<file path="config.mk">
export PLATFORM = sky130hd
export DESIGN_NAME = lsu_flat
export DESIGN_NICKNAME = d
export VERILOG_FILES = /design/src/rtl/rv32i_pkg.sv /design/src/rtl/lsu_if.sv /design/src/rtl/lsu_align.sv /design/src/rtl/lsu.sv /design/src/flat_wrapper.sv
export SDC_FILE = /design/constraint.sdc
export NUM_CORES = 1
export LEC_CHECK = 0
export CAP_MARGIN = 20
export CORE_MARGIN = 4
export CORE_UTILIZATION = 40
export CTS_BUF_LIST = sky130_fd_sc_hd__clkbuf_4 sky130_fd_sc_hd__clkbuf_8
export DETAILED_ROUTE_END_ITERATION = 10
export DONT_BUFFER_PORTS = 1
export GPL_TIMING_DRIVEN = 0
export PLACE_DENSITY = 0.53
export SYNTH_ARGS = -nofsm -noshare
export SYNTH_HDL_FRONTEND = slang
export SYNTH_SLANG_ARGS = --single-unit
</file>
<file path="constraint.sdc">
create_clock -name clk -period 2.71 [get_ports clk]
set_input_delay 0.542 -clock clk [delete_from_list [all_inputs] [get_ports clk]]
set_output_delay 0.542 -clock clk [all_outputs]
set_load 0.03 [all_outputs]
</file>
<file path="src/rtl/rv32i_pkg.sv">
// Shared rv32i constants for the load/store unit: widths, funct3 codes, LSU states.
// The ACC1 state exists only when LSU_MISALIGNED_EN is defined.
package rv32i_pkg;

    localparam int XLEN        = 32;
    localparam int WORD_ADDR_W = XLEN - 2;

    localparam logic [2:0] F3_B  = 3'b000;
    localparam logic [2:0] F3_H  = 3'b001;
    localparam logic [2:0] F3_W  = 3'b010;
    localparam logic [2:0] F3_BU = 3'b100;
    localparam logic [2:0] F3_HU = 3'b101;

    typedef enum logic [1:0] {
        ST_IDLE = 2'd0,
        ST_ACC0 = 2'd1,
        ST_RESP = 2'd2
`ifdef LSU_MISALIGNED_EN
        ,
        ST_ACC1 = 2'd3
`endif
    } lsu_state_e;

    function automatic logic f3_legal(input logic we, input logic [2:0] f3);
        if (we) begin
            return (f3 == F3_B) || (f3 == F3_H) || (f3 == F3_W);
        end
        return (f3 != 3'b011) && (f3 != 3'b110) && (f3 != 3'b111);
    endfunction

endpackage

</file>
<file path="src/rtl/lsu_if.sv">
// Request/response and data-RAM signal bundle between execute, the LSU and the RAM.
interface lsu_if;
    import rv32i_pkg::*;

    logic                   req_valid;
    logic                   req_ready;
    logic                   req_we;
    logic [2:0]             req_funct3;
    logic [XLEN-1:0]        req_addr;
    logic [XLEN-1:0]        req_wdata;

    logic                   resp_valid;
    logic [XLEN-1:0]        resp_rdata;
    logic                   resp_misalign;
    logic                   resp_illegal;

    logic [WORD_ADDR_W-1:0] mem_addr;
    logic                   mem_we;
    logic [XLEN-1:0]        mem_wdata;
    logic [3:0]             mem_byte_en;
    logic [XLEN-1:0]        mem_rdata;

    modport slave (
        input  req_valid, req_we, req_funct3, req_addr, req_wdata, mem_rdata,
        output req_ready, resp_valid, resp_rdata, resp_misalign, resp_illegal,
        output mem_addr, mem_we, mem_wdata, mem_byte_en
    );

    modport master (
        output req_valid, req_we, req_funct3, req_addr, req_wdata, mem_rdata,
        input  req_ready, resp_valid, resp_rdata, resp_misalign, resp_illegal,
        input  mem_addr, mem_we, mem_wdata, mem_byte_en
    );

endinterface

</file>
<file path="src/rtl/lsu_align.sv">
// Combinational lane logic: store byte-enables/data positioned over two words,
// load data extracted from a {w1,w0} pair and sign/zero-extended.
module lsu_align
    import rv32i_pkg::*;
(
    input  logic [2:0]  funct3_i,
    input  logic [1:0]  off_i,
    input  logic [31:0] wdata_i,
    input  logic [31:0] w0_i,
    input  logic [31:0] w1_i,
    output logic [3:0]  be_lo_o,
    output logic [3:0]  be_hi_o,
    output logic [31:0] wdata_lo_o,
    output logic [31:0] wdata_hi_o,
    output logic [31:0] rdata_o
);

    logic [3:0]  mask;
    logic [7:0]  be_wide;
    logic [63:0] wd_wide;
    logic [31:0] rd_sh;

    always_comb begin
        case (funct3_i[1:0])
            2'b00:   mask = 4'b0001;
            2'b01:   mask = 4'b0011;
            default: mask = 4'b1111;
        endcase
        // Lanes shifted past byte 3 land in the following word.
        be_wide = {4'b0000, mask} << off_i;
        wd_wide = {32'b0, wdata_i} << {off_i, 3'b000};
        rd_sh   = 32'({w1_i, w0_i} >> {off_i, 3'b000});

        case (funct3_i)
            F3_B:    rdata_o = {{24{rd_sh[7]}}, rd_sh[7:0]};
            F3_H:    rdata_o = {{16{rd_sh[15]}}, rd_sh[15:0]};
            F3_BU:   rdata_o = {24'b0, rd_sh[7:0]};
            F3_HU:   rdata_o = {16'b0, rd_sh[15:0]};
            default: rdata_o = rd_sh;
        endcase
    end

    assign be_lo_o    = be_wide[3:0];
    assign be_hi_o    = be_wide[7:4];
    assign wdata_lo_o = wd_wide[31:0];
    assign wdata_hi_o = wd_wide[63:32];

endmodule

</file>
<file path="src/rtl/lsu.sv">
// rv32i load/store unit: one access in flight, IDLE -> ACC0 -> [ACC1] -> RESP.
// Define LSU_MISALIGNED_EN to split word-crossing accesses instead of faulting them.
module lsu
    import rv32i_pkg::*;
(
    input  logic  clk,
    input  logic  rst,
    lsu_if.slave  bus
);

    lsu_state_e  state_q, state_d;
    logic        we_q;
    logic [2:0]  f3_q;
    logic [31:0] addr_q;
    logic [31:0] wdata_q;
    logic        misalign_q;
    logic        illegal_q;

    logic        accept;
    logic        illegal_in;
    logic        misalign_in;
    logic        is_half;
    logic        is_word;
    logic [1:0]  off_in;
    logic        in_acc1;
    logic        store_acc;
    logic [3:0]  be_lo, be_hi;
    logic [31:0] wd_lo, wd_hi, ld_data, w0, w1;

    assign accept     = bus.req_valid && (state_q == ST_IDLE);
    assign off_in     = bus.req_addr[1:0];
    assign is_half    = (bus.req_funct3[1:0] == 2'b01);
    assign is_word    = (bus.req_funct3[1:0] == 2'b10);
    assign illegal_in = !f3_legal(bus.req_we, bus.req_funct3);

`ifdef LSU_MISALIGNED_EN
    logic        split_q;
    logic        split_in;
    logic [31:0] w0_q;

    assign misalign_in = 1'b0;
    assign split_in    = !illegal_in && ((is_half && off_in == 2'd3) || (is_word && off_in != 2'd0));
    assign in_acc1     = (state_q == ST_ACC1);

    always_ff @(posedge clk or posedge rst) begin
        if (rst) begin
            split_q <= 1'b0;
            w0_q    <= '0;
        end else begin
            if (accept) split_q <= split_in;
            if (state_q == ST_ACC1) w0_q <= bus.mem_rdata;
        end
    end
`else
    assign misalign_in = !illegal_in && ((is_half && off_in[0]) || (is_word && off_in != 2'd0));
    assign in_acc1     = 1'b0;
`endif

    always_ff @(posedge clk or posedge rst) begin
        if (rst) begin
            state_q    <= ST_IDLE;
            we_q       <= 1'b0;
            f3_q       <= '0;
            addr_q     <= '0;
            wdata_q    <= '0;
            misalign_q <= 1'b0;
            illegal_q  <= 1'b0;
        end else begin
            state_q <= state_d;
            if (accept) begin
                we_q       <= bus.req_we;
                f3_q       <= bus.req_funct3;
                addr_q     <= bus.req_addr;
                wdata_q    <= bus.req_wdata;
                misalign_q <= misalign_in;
                illegal_q  <= illegal_in;
            end
        end
    end

    always_comb begin
        state_d = state_q;
        case (state_q)
            ST_IDLE: if (accept) state_d = (illegal_in || misalign_in) ? ST_RESP : ST_ACC0;
`ifdef LSU_MISALIGNED_EN
            ST_ACC0: state_d = split_q ? ST_ACC1 : ST_RESP;
            ST_ACC1: state_d = ST_RESP;
`else
            ST_ACC0: state_d = ST_RESP;
`endif
            ST_RESP: state_d = ST_IDLE;
            default: state_d = ST_IDLE;
        endcase
    end

    // Split loads: first word was captured during ACC1, second arrives in RESP.
    always_comb begin
        w0 = bus.mem_rdata;
        w1 = '0;
`ifdef LSU_MISALIGNED_EN
        if (split_q) begin
            w0 = w0_q;
            w1 = bus.mem_rdata;
        end
`endif
    end

    lsu_align u_align (
        .funct3_i   (f3_q),
        .off_i      (addr_q[1:0]),
        .wdata_i    (wdata_q),
        .w0_i       (w0),
        .w1_i       (w1),
        .be_lo_o    (be_lo),
        .be_hi_o    (be_hi),
        .wdata_lo_o (wd_lo),
        .wdata_hi_o (wd_hi),
        .rdata_o    (ld_data)
    );

    assign store_acc = we_q && ((state_q == ST_ACC0) || in_acc1);

    assign bus.req_ready     = (state_q == ST_IDLE);
    assign bus.mem_addr      = addr_q[31:2] + {29'b0, in_acc1};
    assign bus.mem_we        = store_acc;
    assign bus.mem_byte_en   = store_acc ? (in_acc1 ? be_hi : be_lo) : 4'b0000;
    assign bus.mem_wdata     = store_acc ? (in_acc1 ? wd_hi : wd_lo) : '0;

    assign bus.resp_valid    = (state_q == ST_RESP);
    assign bus.resp_misalign = bus.resp_valid && misalign_q;
    assign bus.resp_illegal  = bus.resp_valid && illegal_q;
    assign bus.resp_rdata    = (bus.resp_valid && !we_q && !misalign_q && !illegal_q) ? ld_data : '0;

endmodule

</file>
<file path="src/flat_wrapper.sv">
// flat-port wrapper written by rule: the top's interface ports become plain ports
module lsu_flat import rv32i_pkg::*;
  (clk, rst, bus_req_valid, bus_req_we, bus_req_funct3, bus_req_addr, bus_req_wdata, bus_mem_rdata, bus_req_ready, bus_resp_valid, bus_resp_rdata, bus_resp_misalign, bus_resp_illegal, bus_mem_addr, bus_mem_we, bus_mem_wdata, bus_mem_byte_en);
  lsu_if bus_i ();
  input  logic clk;
  input  logic rst;
  input wire logic [$bits(bus_i.req_valid)-1:0] bus_req_valid;
  input wire logic [$bits(bus_i.req_we)-1:0] bus_req_we;
  input wire logic [$bits(bus_i.req_funct3)-1:0] bus_req_funct3;
  input wire logic [$bits(bus_i.req_addr)-1:0] bus_req_addr;
  input wire logic [$bits(bus_i.req_wdata)-1:0] bus_req_wdata;
  input wire logic [$bits(bus_i.mem_rdata)-1:0] bus_mem_rdata;
  output wire logic [$bits(bus_i.req_ready)-1:0] bus_req_ready;
  output wire logic [$bits(bus_i.resp_valid)-1:0] bus_resp_valid;
  output wire logic [$bits(bus_i.resp_rdata)-1:0] bus_resp_rdata;
  output wire logic [$bits(bus_i.resp_misalign)-1:0] bus_resp_misalign;
  output wire logic [$bits(bus_i.resp_illegal)-1:0] bus_resp_illegal;
  output wire logic [$bits(bus_i.mem_addr)-1:0] bus_mem_addr;
  output wire logic [$bits(bus_i.mem_we)-1:0] bus_mem_we;
  output wire logic [$bits(bus_i.mem_wdata)-1:0] bus_mem_wdata;
  output wire logic [$bits(bus_i.mem_byte_en)-1:0] bus_mem_byte_en;
  assign bus_i.req_valid = bus_req_valid;
  assign bus_i.req_we = bus_req_we;
  assign bus_i.req_funct3 = bus_req_funct3;
  assign bus_i.req_addr = bus_req_addr;
  assign bus_i.req_wdata = bus_req_wdata;
  assign bus_i.mem_rdata = bus_mem_rdata;
  assign bus_req_ready = bus_i.req_ready;
  assign bus_resp_valid = bus_i.resp_valid;
  assign bus_resp_rdata = bus_i.resp_rdata;
  assign bus_resp_misalign = bus_i.resp_misalign;
  assign bus_resp_illegal = bus_i.resp_illegal;
  assign bus_mem_addr = bus_i.mem_addr;
  assign bus_mem_we = bus_i.mem_we;
  assign bus_mem_wdata = bus_i.mem_wdata;
  assign bus_mem_byte_en = bus_i.mem_byte_en;
  lsu u_core (.clk(clk), .rst(rst), .bus(bus_i));
endmodule
</file>
* Word-level counts from Yosys, hierarchy flattened
Index checks and enable logic that the tools add are counted. Widths: inputs -> output; s select.
Cells by class: reduce and logical (&&, ||, !) cells 25, shift operators 3, multiplexer cells 11, equality and inequality tests 14
Operators by type and width (number):
- $pmux 32 s4 | 1
- $mux 32 | 2
- $shl 32x5->32 | 1
- $shr 32x5->32 | 1
- $logic_and 1x1->1 | 12
- $pmux 4 s2 | 1
- $eq 2x1->1 const B | 3
- $eq 3x1->1 const B | 2
- $eq 3x3->1 const B | 2
- $logic_not 3->1 | 2
- $ne 3x3->1 const B | 2
- $eq 2x2->1 const B | 2
- $logic_not 1->1 | 4
- $logic_not 2->1 | 2
- $logic_or 1x1->1 | 4
- $mux 2 | 2
- $mux 4 | 1
- $pmux 2 s2 | 1
- $shl 4x2->4 | 1
- $eq 3x2->1 const B | 1
- $mux 1 | 3
- $ne 3x2->1 const B | 1
- $ne 2x1->1 const B | 1
- $reduce_bool 2->1 | 1
Storage, ports and cells: input port bits 103, output and inout bits 103, bits in registers 72, logic and storage cells 60

* Longest topological paths before layout
Gate-level depths: netlist of the first run.
depth in word-level cells 10, mapped depth 7, gate-level depth less buffers 4

* By module
From an unflattened synthesis of the first run, not the netlist that was laid out.
Second synthesis, totals: cells, all modules 524, area, all modules 5602.9 µm²
By module, submodules not included:
- lsu | seq. area each 1801.7 µm², area each 3549.7 µm², instances 1, cells an instance 282
- lsu_align | seq. area each 0.0 µm², area each 2053.2 µm², instances 1, cells an instance 242

* Least setup slack after synthesis of the first run
OpenSTA, ideal clock, no wires.
path type register -> output, start register u_core.we_q, end output port bus_resp_rdata[6], required time 2.168 ns, slack 0.165 ns, data arrival time 2.003 ns, path buffers 2, cell stages (with the launch flop) 6, cells stage by stage dfrtp_1 or3_4 or2_0 buf_2 buf_2 a211oi_1
Between the ends: longest elaborated chain between the ends 5
Ends and longest elaborated chain:
- start: declaration | RTL line lsu.sv:12 | logic we_q;
- start signal: assignment | RTL line lsu.sv:71 | we_q <= bus.req_we;
- $logic_not 1->1 | RTL line lsu.sv:132 | assign bus.resp_rdata = (bus.resp_valid && !we_q && !misalign_q && !illegal_q) ? ld_data : '0;
- $logic_and 1x1->1 (3 in a row) | RTL line lsu.sv:132
- $mux 32 | RTL line lsu.sv:132
- end: declaration | RTL line flat_wrapper.sv:15 | output wire logic [$bits(bus_i.resp_rdata)-1:0] bus_resp_rdata;
No other way between the ends.

* Worst setup path in the final report of the first run
start register u_core.addr_q[0], end output port bus_resp_rdata[5]
Between the ends: longest elaborated chain between the ends 3
Ends and longest elaborated chain:
- start: declaration | RTL line lsu.sv:14 | logic [31:0] addr_q;
- start signal: assignment | RTL line lsu.sv:73 | addr_q <= bus.req_addr;
- $shr 32x5->32 | RTL line lsu_align.sv:32 | rd_sh = 32'({w1_i, w0_i} >> {off_i, 3'b000});
- $pmux 32 s4 | RTL line lsu_align.sv:34 | case (funct3_i)
- $mux 32 | RTL line lsu.sv:132
No other way between the ends.

==> results of run 1 <==
[worst min-delay path by stage]
stage / startpoint / endpoint / slack (ns) / cells past startpoint
floorplan: u_core.wdata_q[24]$_DFFE_PP0P_ / u_core.wdata_q[24]$_DFFE_PP0P_ / 0.44 / 2
global placement: u_core.wdata_q[27]$_DFFE_PP0P_ / u_core.wdata_q[27]$_DFFE_PP0P_ / 0.45 / 2
detailed placement: rst / u_core.addr_q[25]$_DFFE_PP0P_ / 0.41 / 1
CTS: rst / u_core.addr_q[25]$_DFFE_PP0P_ / 0.01 / 1
global route: rst / u_core.addr_q[22]$_DFFE_PP0P_ / 0.03 / 1
finish: rst / u_core.addr_q[25]$_DFFE_PP0P_ / 0.03 / 1
[registers in the layout, summed over array words and instances, names as in the netlist]
name	flops
u_core.addr_q	32
u_core.f3_q	3
u_core.illegal_q	1
u_core.misalign_q	1
u_core.state_q	2
u_core.wdata_q	32
u_core.we_q	1
[layer usage]
layer  vias to the layer above  global-route usage [%]  part of all wire, %
met5                         -                       0                    0
met4                         0                    6.57                  1.4
met3                        17                    6.79                  8.4
met2                       151                    39.0                   50
met1                      1879                    26.8                   41
li1                       1844                       -                    -
[report_power, final]
group	total, W	switching, W	internal (W)
registers	0.00145	0.000164	0.00129
logic	0.00163	0.00110	0.000538
clock network	0.000943	0.000423	0.000519
total	0.00403	0.00168	0.00235
[worst max-delay path, stage by stage (launching register included)]
cell and delay (ns):
dfrtp_1 0.39, buf_2 0.19, buf_2 0.24, clkbuf_2 0.34, a211oi_2 0.66
[synthesized netlist by cell type, types with 12 or more instances]
cell type    n  share of area, %
nor2_1      44               3.8
mux2i_1     33               7.5
a21oi_1     19               2.2
clkbuf_1    22               1.9
nand2_1    225                19
o21ai_0     15               1.7
a211oi_1    30               5.1
dfrtp_1     72                41
buf_2       12               1.4
nor2b_1     17               2.4
buf_4       31               5.3
and2_1      16               2.3
[placed cells by master (no fill, tap or decap), drive strengths merged]
master      n
o31ai       1
nor4        1
clkbuf     30
or3         3
clkinvlp    1
nand2b      2
buf        51
mux2        1
and2       18
nor2b      17
dfrtp      72
nand3b      3
o211ai      1
o2bb2ai     1
a221oi      2
xnor2       1
o21ai      17
inv         4
bufinv      2
clkinv      3
nand4b      1
a32oi       1
nor3        1
a22oi       1
nand2     225
nor2       45
a21oi      19
a211oi     30
mux2i      33
or2         3
[per-stage QoR]
stage / hold WS, ns / utilization, % / cell area, um^2 / worst slack [ns] / setup TNS (ns)
floorplan: 0.438 / - / 4380 / 0.165 / 0
global placement: 0.454 / 43.3 / 4550 / -0.565 / -41.76
detailed placement: 0.412 / 43.6 / 4580 / -0.169 / -1.57
CTS: 0.0148 / 48.6 / 5110 / -0.221 / -2.57
global route: 0.0297 / 50.4 / 5290 / -0.0983 / -0.843
finish: 0.0255 / 50.4 / 5290 / -0.00357 / -0.00357
[kinds of logic (layout without fill, tap and decap cells)]
| family | after synthesis | count (layout) | share of synthesized area [%] |
|---|---|---|---|
| AOI/OAI and AO/OA | 73 | 73 | 10.7 |
| DFF | 72 | 72 | 41.1 |
| muxes | 34 | 34 | 7.80 |
| buffers and inverters | 72 | 91 | 9.34 |
| xor gates and xnor gates | 1 | 1 | 0.200 |
| and+or+nand+nor | 318 | 319 | 30.8 |
[layout make-up]
class | count | area [um^2]
fillers | 1031 | 5220
multi-input cells | 427 | 2580
flip-flops and latches | 72 | 1800
plain buffers | 66 | 444
well taps | 136 | 170
clock buffers | 9 | 124
clock inverters | 7 | 95.1
repair buffers | 6 | 65.1
inverters | 3 | 13.8
[repair_timing]
| action | 4_1_cts | 5_1_grt |
|---|---|---|
| setup endpoints to repair | 60 | 55 |
| buffers inserted | 1 | 4 |
| gates cloned | 1 | 0 |
| resized for setup | 72 | 53 |
| pin swaps | 8 | 4 |
==> qor.yml, run 1 <==
outcome:
  status: "finished, violations left"
  violations: "negative setup slack"
sta:
  rsz0062_at_grt: "true"
  fin_ws_ns: -0.00357
  hold_viol: 0
  fin_worst_skew_ns: 0.00504
  max_slew_margin_pct: 51.6
  period_needed_ns: 2.71
  worstMarginPinSlew_ns: 0.726
  maxSlewViolCount: 0
  post-route-period-util_pct: 100
  max_freq_mhz: 369
  setup_viol: 1
cells_and_area:
  nets: 688
  diodes: 0
  layoutNonFillerInstCount: 726
  area_delta_synth_final_pct: 20.9
  drive_above_1_share_pct: 24.7
floorplanning:
  die-area_um2: 12700
  start_util_pct: 41.7
  core_area_um2: 10500
  io_pins: 206
  fp.dieH_um: 113
  die_w_um: 113
  placementRows: 37
logic_synthesis:
  synth_warnings: 0
  synth_edf_count: 0
  synth_cell_types: 34
  synth_area_um2: 4380
  synth_fp_nets: 673
  syn_inst: 570
  ys_seq_area_share_pct: 41.1
  synth_area_per_cell_um2: 7.68
  ys_seq_elements: 72
  asyncSetResetFlopFracSynth_pct: 100
  synth_ff_type: "dfrtp_1"
clocking:
  cts_tree: "yes"
  root_buffer: "clkbuf_8"
  insertion_delay_ns: 0.35
  clk_path_buf_depth: 2
  htree_num_levels: 3
  clkSlewWorstSetupHoldPaths_ns: 0.08
  cts.sinks: 72
  cts_hold_buffers: 0
  cts_made_buffers: 9
critical_path:
  arrival_ns: 2.17
  critPathLaunch: "u_core.addr_q[0]$_DFFE_PP0P_"
  crit_type: "reg2out"
  start_kind: "flop"
  worst_r2r_endpoint: "u_core.we_q$_DFFE_PP0P_"
  r2r_cells: 7
  crit_required_ns: 2.17
  worstPathMaxFanout: 11
  rrSetupSlack_ns: 0.55
  end_kind: "output port"
  cp-endpoint: "bus_resp_rdata[5]"
  regToRegStartpoint: "u_core.state_q[1]$_DFFE_PP0P_"
pwr:
  finalPower_w: 0.00403
  vdd_drop_max_v: 0.000422
  pwr_density_cell_nw_per_um2: 761
  p_leak_nw: 2.49
place:
  gp_congestion: 0.859
  place_inst: 707
  hpwl_um: 10600
  portBuffers: 0
flow_run:
  drv_cap: 0
global_route:
  antenna_found_initial: 0
  grt_pass1_vias: 4114
  grt_max_degree: 50
  grt_use_total_pct: 22.5
  grt_pass1_wl_um: 22600
  grt_overflow: 0
drt:
  via_count: 3891
  drtAntennaViolNets: 0
  drcViolationCount: 0
  drt-initial-drc-count: 278
  avgViaCountPerCell: 5.36
  wirelength_um: 14400
  drtPass1Iterations: 4
  wl_per_cell_um: 19.8
hold_path:
  worstHoldPathType: "in2async"
No activity file was read; power rests on OpenSTA's default activity.
==> inputs of run 2 (changes only) <==
--- a/config.mk
+++ b/config.mk
@@ -13,6 +13,7 @@
 export DONT_BUFFER_PORTS = 1
 export GPL_TIMING_DRIVEN = 0
 export PLACE_DENSITY = 0.53
+export REMOVE_ABC_BUFFERS = 1
 export SYNTH_ARGS = -nofsm -noshare
 export SYNTH_HDL_FRONTEND = slang
 export SYNTH_SLANG_ARGS = --single-unit
==> run 2 against run 1 <==
The flow still finishes with violations (negative setup slack); utilization fell by 0.92 points; cell count fell by 5.9%; setup slack got worse by 0.077 ns; flip-flop and latch count did not move; die area did not move; fmax fell by 2.8%.
==> qor.yml, run 2 (synthesis results as in run 1) <==
place:
  dp_slack_ns: -0.903  # -0.734 ns
  portBuffers: 0  # unchanged
  hpwl_um: 8860  # -17%
  place_inst: 644  # -8.9%
  gp_congestion: 0.853  # -0.73%
clocking:
  cts.sinks: 72  # unchanged
  htree_num_levels: 3  # unchanged
  clkSlewWorstSetupHoldPaths_ns: 0.08  # about the same
  cts_tree: "yes"
  root_buffer: "clkbuf_8"
  clk_path_buf_depth: 2  # unchanged
  cts_made_buffers: 9  # unchanged
  insertion_delay_ns: 0.34  # about the same
sta:
  rsz0062_at_grt: "true"
  post-route-period-util_pct: 103  # +2.9 points
  max_freq_mhz: 358  # -2.8%
  hold_viol: 0  # unchanged
  worstMarginPinSlew_ns: 0.701  # -0.0251 ns
  fin_ws_ns: -0.0808  # -0.0773 ns
  max_slew_margin_pct: 53.1  # +1.5 points
  maxSlewViolCount: 0  # unchanged
  setup_viol: 8  # +7
  fin_worst_skew_ns: 0.00571  # +0.000671 ns
  period_needed_ns: 2.79  # +0.0773 ns
cells_and_area:
  diodes: 0  # unchanged
  layoutNonFillerInstCount: 683  # -5.9%
  final_common_cell: "nand2_1"
  reg_top3: "u_core.addr_q (32), u_core.wdata_q (32), u_core.f3_q (3)"
  drive_above_1_share_pct: 21.0  # -3.7 points
  area_delta_synth_final_pct: 18.7
  fin_util_pct: 49.5  # -0.92 points
  final_cell_mix: "216 x nand2_1, 70 x dfrtp_1, 36 x nor2_1, 32 x mux2i_1"
  nets: 645  # -6.3%
floorplanning:
  core_area_um2: 10500  # unchanged
  fp.dieH_um: 113  # unchanged
  start_util_pct: 41.7  # unchanged
  io_pins: 206  # unchanged
  die_w_um: 113  # unchanged
  placementRows: 37  # unchanged
  die-area_um2: 12700  # unchanged
drt:
  avgViaCountPerCell: 5.47  # +2.1%
  wl_per_cell_um: 20.4  # +3.1%
  drtAntennaViolNets: 0  # unchanged
  drt-initial-drc-count: 176  # -37%
  via_count: 3739  # -3.9%
  drcViolationCount: 0  # unchanged
  wirelength_um: 14000  # -3.0%
  drtPass1Iterations: 4  # unchanged
global_route:
  grt_pass1_wl_um: 21300  # -5.9%
  grt_use_total_pct: 21.4  # -1.0 points
  antenna_found_initial: 0  # unchanged
  grt_max_degree: 50  # unchanged
  grt_pass1_vias: 3851  # -6.4%
  grt_overflow: 0  # unchanged
pwr:
  vdd_drop_max_v: 0.000395  # -6.4%
  finalPower_w: 0.00377  # -6.5%
  pwr_density_cell_nw_per_um2: 725  # -4.7%
  p_leak_nw: 2.38  # -4.4%
critical_path:
  timing.critical_path.cells: "buf_12, mux2i_4, mux2_4, or3_4, a21oi_4"
  worstPathMaxFanout: 8  # -3
  crit_type: "reg2out"
  arrival_ns: 2.25  # +0.08 ns
  rrSetupSlack_ns: 0.53  # -0.02 ns
  start_kind: "flop"
  crit_slowest_cell: "dfrtp_4"
  cp_slowest_stage_delay_ns: 0.52  # -0.14 ns
  end_kind: "output port"
  crit_required_ns: 2.17  # about the same
outcome:
  violations: "negative setup slack"
  status: "finished, violations left"
hold_path:
  worstHoldPathType: "in2async"
flow_run:
  drv_cap: 0  # unchanged
## run 2: cell count changes in the layout (fill, tap and decap cells not counted), sizes merged, moves of 2 or more
cell / change
bufbuf: +2
bufinv: -2
clkinvlp: +2
clkbuf: -20
buf: -24
## run 2: cell type report
class	instances	area, um^2
multi-input cells	427	2640
inverters	3	13.8
clock inverters	6	45.0
repair buffers	29	390
well taps	136	170
flip-flops and latches	72	1810
clock buffers	10	131
fillers	1033	5310
## run 2: per-stage QoR
stage / TNS (ns) / instance area [um^2] / hold WS [ns]
3_5_place_dp: -19.40 / 4290 / 0.415
4_1_cts: -1.11 / 5030 / 0.0306
3_3_place_gp: -152.60 / 4150 / 0.452
6_report: -0.471 / 5200 / 0.0405
2_1_floorplan: -29.52 / 3980 / 0.438
5_1_grt: -1.47 / 5200 / 0.0349
## run 2: what timing repair did
action / CTS / global route
hold buffers: 0 / 0
resized for setup: 79 / 29
buffers inserted: 18 / 2
pin swaps: 3 / 4
setup endpoints to repair: 69 / 28
gates cloned: 3 / 0
## run 2: worst paths after layout
path	from	end	cells after the start
setup / recovery	u_core.addr_q[1]$_DFFE_PP0P_	bus_resp_rdata[8]	5
hold / removal	rst	u_core.addr_q[10]$_DFFE_PP0P_	1
setup reg to reg	u_core.state_q[1]$_DFFE_PP0P_	u_core.addr_q[14]$_DFFE_PP0P_	5
hold reg to reg	u_core.wdata_q[30]$_DFFE_PP0P_	u_core.wdata_q[30]$_DFFE_PP0P_	2
max in group asynchronous	rst	u_core.wdata_q[15]$_DFFE_PP0P_	2
min in group clk	bus_req_addr[26]	u_core.addr_q[26]$_DFFE_PP0P_	2
## run 2: where the power goes
part | internal, W | leakage (nW) | switching, W | total (W)
Combinational | 0.000502 | 1.42 | 0.000849 | 0.00135
Clock | 0.000345 | 0.0823 | 0.000417 | 0.000762
Sequential | 0.00129 | 0.886 | 0.000365 | 0.00165
## run 2: routing by layer
metal	GRT usage, %	up-vias	part of all wire (%)
met2	37.4	178	50
li1	-	1752	-
met5	0	-	0
met3	6.31	15	8.9
met4	7.05	0	1.6
met1	25.1	1794	40
## run 2: critical path, delay by kind of cell (launching register included)
kind	cells	cell delay, ns
buffers and inverters	1	0.16
flip-flops	1	0.52
AO/OA/AOI/OAI	1	0.32
multiplexers	2	0.44
AND/OR/NAND/NOR	1	0.46
